File: src/rtl/alu_arbiter.sv
// Round-robin two-port sequencer for the shared 16-bit ALU: grants one request,
// holds its operands on the ALU for an op-dependent latency, then returns the result.
module alu_arbiter #(
   parameter int MULDIV_LAT = 4
) (
   input  logic        clk,
   input  logic        rst_n,
   input  logic        req0,
   input  logic [15:0] a0,
   input  logic [15:0] b0,
   input  logic [4:0]  shamt0,
   input  logic [5:0]  funct0,
   input  logic [1:0]  aluop0,
   input  logic        req1,
   input  logic [15:0] a1,
   input  logic [15:0] b1,
   input  logic [4:0]  shamt1,
   input  logic [5:0]  funct1,
   input  logic [1:0]  aluop1,
   output logic        gnt0,
   output logic        gnt1,
   output logic        done0,
   output logic        done1,
   output logic [31:0] res0,
   output logic [31:0] res1,
   output logic        zero0,
   output logic        zero1,
   output logic [15:0] alu_a,
   output logic [15:0] alu_b,
   output logic [4:0]  alu_shamt,
   output logic [5:0]  alu_funct,
   output logic [1:0]  alu_aluop,
   input  logic [31:0] alu_out,
   input  logic        alu_zero
);

   localparam logic [5:0] FUNCT_MUL  = 6'b011000;
   localparam logic [5:0] FUNCT_DIV  = 6'b011010;
   localparam logic [3:0] LAT_MULDIV = 4'(MULDIV_LAT);

   typedef enum logic {
      IDLE = 1'b0,
      EXEC = 1'b1
   } state_t;

   state_t      state;
   state_t      state_next;
   logic [3:0]  cnt;
   logic        last;
   logic        grant_fire;
   logic        winner;
   logic        finish;
   logic [15:0] sel_a;
   logic [15:0] sel_b;
   logic [4:0]  sel_shamt;
   logic [5:0]  sel_funct;
   logic [1:0]  sel_aluop;

   function automatic logic [3:0] op_latency(input logic [1:0] aluop,
                                             input logic [5:0] funct);
      if (aluop == 2'b10 && (funct == FUNCT_MUL || funct == FUNCT_DIV))
         return LAT_MULDIV;
      return 4'd1;
   endfunction

   always_ff @(posedge clk) begin
      if (!rst_n)
         state <= IDLE;
      else
         state <= state_next;
   end

   always_comb begin
      state_next = state;
      case (state)
         IDLE:    if (req0 || req1) state_next = EXEC;
         EXEC:    if (cnt <= 4'd1) state_next = IDLE;
         default: state_next = IDLE;
      endcase
   end

   // On a tie the port that did not win last time gets the ALU.
   always_comb begin
      grant_fire = (state == IDLE) && (req0 || req1);
      winner     = (req0 && req1) ? ~last : req1;
      finish     = (state == EXEC) && (cnt <= 4'd1);
      if (winner) begin
         sel_a     = a1;
         sel_b     = b1;
         sel_shamt = shamt1;
         sel_funct = funct1;
         sel_aluop = aluop1;
      end else begin
         sel_a     = a0;
         sel_b     = b0;
         sel_shamt = shamt0;
         sel_funct = funct0;
         sel_aluop = aluop0;
      end
   end

   always_ff @(posedge clk) begin
      if (!rst_n) begin
         cnt  <= 4'd0;
         last <= 1'b1;
      end else if (grant_fire) begin
         cnt  <= op_latency(sel_aluop, sel_funct);
         last <= winner;
      end else if (state == EXEC) begin
         cnt  <= cnt - 4'd1;
      end
   end

   always_ff @(posedge clk) begin
      if (!rst_n) begin
         alu_a     <= 16'd0;
         alu_b     <= 16'd0;
         alu_shamt <= 5'd0;
         alu_funct <= 6'd0;
         alu_aluop <= 2'd0;
      end else if (grant_fire) begin
         alu_a     <= sel_a;
         alu_b     <= sel_b;
         alu_shamt <= sel_shamt;
         alu_funct <= sel_funct;
         alu_aluop <= sel_aluop;
      end
   end

   // While in EXEC, last identifies the port that owns the ALU.
   always_ff @(posedge clk) begin
      if (!rst_n) begin
         gnt0  <= 1'b0;
         gnt1  <= 1'b0;
         done0 <= 1'b0;
         done1 <= 1'b0;
         res0  <= 32'd0;
         res1  <= 32'd0;
         zero0 <= 1'b0;
         zero1 <= 1'b0;
      end else begin
         gnt0  <= grant_fire && !winner;
         gnt1  <= grant_fire && winner;
         done0 <= finish && !last;
         done1 <= finish && last;
         if (finish && !last) begin
            res0  <= alu_out;
            zero0 <= alu_zero;
         end
         if (finish && last) begin
            res1  <= alu_out;
            zero1 <= alu_zero;
         end
      end
   end

endmodule

File: config.mk
export PLATFORM = sky130hd
export DESIGN_NAME = alu_arbiter
export DESIGN_NICKNAME = d
export VERILOG_FILES = /design/src/rtl/alu_arbiter.sv
export SDC_FILE = /design/constraint.sdc
export NUM_CORES = 1
export LEC_CHECK = 0
export ABC_CLOCK_PERIOD_IN_PS = 1700
export CORE_MARGIN = 5
export CORE_UTILIZATION = 35
export DETAILED_ROUTE_END_ITERATION = 8
export GPL_TIMING_DRIVEN = 0
export HOLD_SLACK_MARGIN = 0.02
export PLACE_DENSITY = 0.73
export SYNTH_ARGS = -nofsm -noshare
export SYNTH_HDL_FRONTEND = slang
export SYNTH_SLANG_ARGS = --single-unit
File: constraint.sdc
create_clock -name clk -period 1.7 [get_ports clk]
set_input_delay 0.17 -clock clk [delete_from_list [all_inputs] [get_ports clk]]
set_output_delay 0.17 -clock clk [all_outputs]
set_load 0.01 [all_outputs]
==> results_dict.tcl <==
set metrics [dict create \
    syn-instance-count 529 \
    seq_area_frac_synth_pct 53.6 \
    layout.cell_area.non_filler_um2 7760 \
    critical_path.cell_chain "buf_4 -> ha_1 -> or2_4 -> and3b_2 -> buf_6 -> nand2_1 -> a21oi_1" \
    design.die.area_um2 15300 \
    pwr-share-clk_pct 41.8 \
    core_area_um2 12600 \
    synthDistinctLibCells 39 \
    worst_setup_path_start_kind "register" \
    post_cts_hold_buffer_count 0 \
    cts-htree-levels 4 \
    total_switching_power_w 0.00212 \
    rows 41 \
    gp_congestion 0.806 \
    max_cap_viol_count 0 \
    cts_root_buf "clkbuf_16" \
    switching_share_of_total_power_pct 25.4 \
    hold_critical_path_endpoint "zero1" \
    clock_sink_count 121 \
    route.final.wire_length_um 16100 \
    finalHoldViolations 0 \
    path_buf_inv 2 \
    outcome "finished clean" \
    finalMaxSlewViolations 0 \
    synth_edf_count 0 \
    relSlewSlack_pct 66.1 \
    design.final.nets 916 \
    worst_hold_startpoint "alu_zero" \
    regToRegSetupSlack_ns 0.07 \
    yosys-top-cells-area "dfxtp_1, nand2_1, a21oi_1" \
    avgViaCountPerCell 4.97 \
    dominantRegCellSynth "dfxtp_1" \
    antenna_violations_before_repair 0 \
    critical_path_arrival_ns 1.91 \
    grt_util_all_layers_pct 20.5 \
    worst_r2r_endpoint "res0[10]" \
    post-synth-top-area-fraction_pct 53.6 \
    post-synth-top-area-cell "dfxtp_1" \
    post_route_cells_drive_above_1_share_pct 8.52 \
    cts_inserted_buffers 17 \
    hold_class "in2reg" \
    hold-path-cell-count 3 \
    gr-total-overflow 0 \
    period_share_pct 96.0 \
    p_comb_share_pct 19.7 \
    number_of_global_route_vias_before_repair 4848 \
    num_io_pins 242 \
    synth_area_per_cell_um2 8.54 \
    buffer_ports.inserted 241 \
    placement_stage_worst_setup_slack_ns -0.371 \
    post_synth_most_frequent_cells "nand2_1, dfxtp_1, a21oi_1, nor2_1, a22oi_1" \
    leakagePower_nw 2.92 \
    drt_first_pass_iters 7 \
    clock_slew_seen_by_the_registers_of_the_worst_setup_and_hold_paths_ns 0.05 \
    fp.dieH_um 124 \
    async_reset_ff_share_pct 0 \
    fillCellCount 1102 \
    area_growth_syn_to_layout_pct 71.7 \
    cp-end-kind "register" \
    initial_core_utilization_pct 35.8 \
    drc_viols 0 \
    dpl_cell_area_um2 7150 \
    antenna_cells_inserted 0 \
    route.vias.total 4818 \
    cp_max_fo 10 \
    pin_count_of_the_biggest_net_entering_global_routing 17 \
    finalCriticalPeriod_ns 1.63 \
    tightestPinTransition_ns 0.509 \
    timing.final.ws_setup_ns 0.0684 \
    finalSetupViolCount 0 \
    route.detailed.wl_per_inst_um 16.6 \
    cp_top_family "simple AND/OR/NAND/NOR gates" \
    achievable_clock_frequency_mhz 613 \
    cellPowerDensity_nw_per_um2 1080 \
    vdd.ir_drop.worst_uv 550 \
    setup_repair_after_global_routing_missed_its_margin "no" \
    critical_path.max_stage_delay_ns 0.32 \
    power_report.internal_total_w 0.00623 \
    cp_data_required_time_ns 1.98 \
    yosys_register_bits 121 \
    critical_r2r_launch "cnt[0]" \
    first_iter_violations 360 \
    die_width_um 124 \
    worst-setup-path-type "reg2reg" \
    synth_fp_nets 658 \
    ys_warn_count 0 \
    timing.critical_path.slowest_stage_cell "dfxtp_2" \
    cts_tree "built" \
    seq_power_share_pct 38.5 \
    clock_latency_ns 0.41 \
    place.detailed.hpwl_um 12300 \
    max-clock-path-buffers 2 \
    grt_pass1_wl_um 24300 \
    finalPower_w 0.00834 \
    synth.cell_area_um2 4520 \
    worst_r2r_path_depth 7 \
    post-synth-top-count-cell "nand2_1" \
    fin_skew_ns 0.0168 \
    drt.antenna.violating_nets 0 \
]
-- worst min-delay path, stage by stage --
cell,delay (ns)
clkdlybuf4s50_1,0.42
nand2_1,0.07
a21oi_1,0.05
-- state kept, by name (all words and copies together), names as in the netlist, 2 cells and up --
signal and flops:
alu_a 16, alu_aluop 2, alu_b 16, alu_funct 6
alu_shamt 5, cnt 4, res0 32, res1 32
-- cell usage in the layout, fill, tap and decap left out, drive strengths merged, types with 2 or more instances in the layout --
master         instances
clkdlybuf4s50        241
nand2                177
dfxtp                121
a21oi                 72
clkbuf                34
nor2                  28
buf                   25
a22oi                 21
a222oi                16
mux2i                  8
a211oi                 8
inv                    8
clkinv                 5
nor3b                  4
nand3                  3
nor4bb                 2
and2                   2
o311ai                 2
ha                     2
bufinv                 2
nand3b                 2
nor3                   2
-- layout make-up --
type | instances | area [µm²] | share of cell area [%]
buffer | 36 | 233 | 3.00
multi-input combinational | 361 | 1870 | 24.0
clock inverter | 8 | 96.3 | 1.24
clock buffer | 22 | 474 | 6.11
timing repair buffer | 242 | 2420 | 31.2
sequential | 121 | 2420 | 31.3
tap | 172 | 215 | 2.77
inverter | 8 | 30.0 | 0.387
-- stage by stage --
| step | utilization [%] | std cells | hold slack [ns] | setup TNS (ns) |
|---|---|---|---|---|
| detailed placement | 56.6 | 942 | 0.432 | -23.39 |
| CTS | 61.2 | 971 | 0.339 | 0 |
| floorplan | - | 529 | 0.272 | 0 |
| finish | 61.5 | 970 | 0.344 | 0 |
| global placement | 56.6 | 942 | 0.425 | -18.78 |
| global route | 61.5 | 970 | 0.346 | 0 |
-- metal layers --
layer  track usage (%)  vias to the layer above  routed length, µm
li1                  -                     2320                  -
met1              22.3                     2243               6100
met2              35.0                      227               7860
met3              9.08                       28               1780
met4              7.96                        0                322
met5                 0                        -                  0
-- how the worst max path moves through the flow --
stage | endpoint | cells after the start | slack (ns) | startpoint
after floorplan | res1[10] | 9 | 0.008 | cnt[0]
after global placement | alu_a[3] | 5 | -0.30 | rst_n
after detailed placement | alu_a[3] | 5 | -0.37 | rst_n
after CTS | res1[9] | 8 | 0.01 | cnt[0]
after global routing | res1[18] | 7 | 0.002 | cnt[0]
final | res0[10] | 7 | 0.07 | cnt[0]
-- power by group through the flow --
stage	sequential (W)	clock, W	combinational (W)
after floorplan	0.00335	0	0.000578
after global placement	0.00326	0	0.00159
after detailed placement	0.00327	0	0.00162
after CTS	0.00321	0.00353	0.00163
after global routing	0.00324	0.00367	0.00177
final	0.00321	0.00349	0.00164
-- cells by family (layout without fill, tap and decap cells) --
| family | count (synthesis) | after routing | synth area share, % |
|---|---|---|---|
| buffers and inverters | 47 | 316 | 5.43 |
| AOI/OAI and AO/OA | 125 | 125 | 17.8 |
| muxes | 8 | 8 | 1.77 |
| and+or+nand+nor | 226 | 226 | 20.8 |
| DFF | 121 | 121 | 53.6 |
| adders and majority gates | 2 | 2 | 0.554 |
-- what timing repair did --
action,CTS,global route
setup endpoints to repair,68,79
resized for setup,4,20
buffers inserted,0,1
Note: power is estimated with default switching activity, not from simulation.
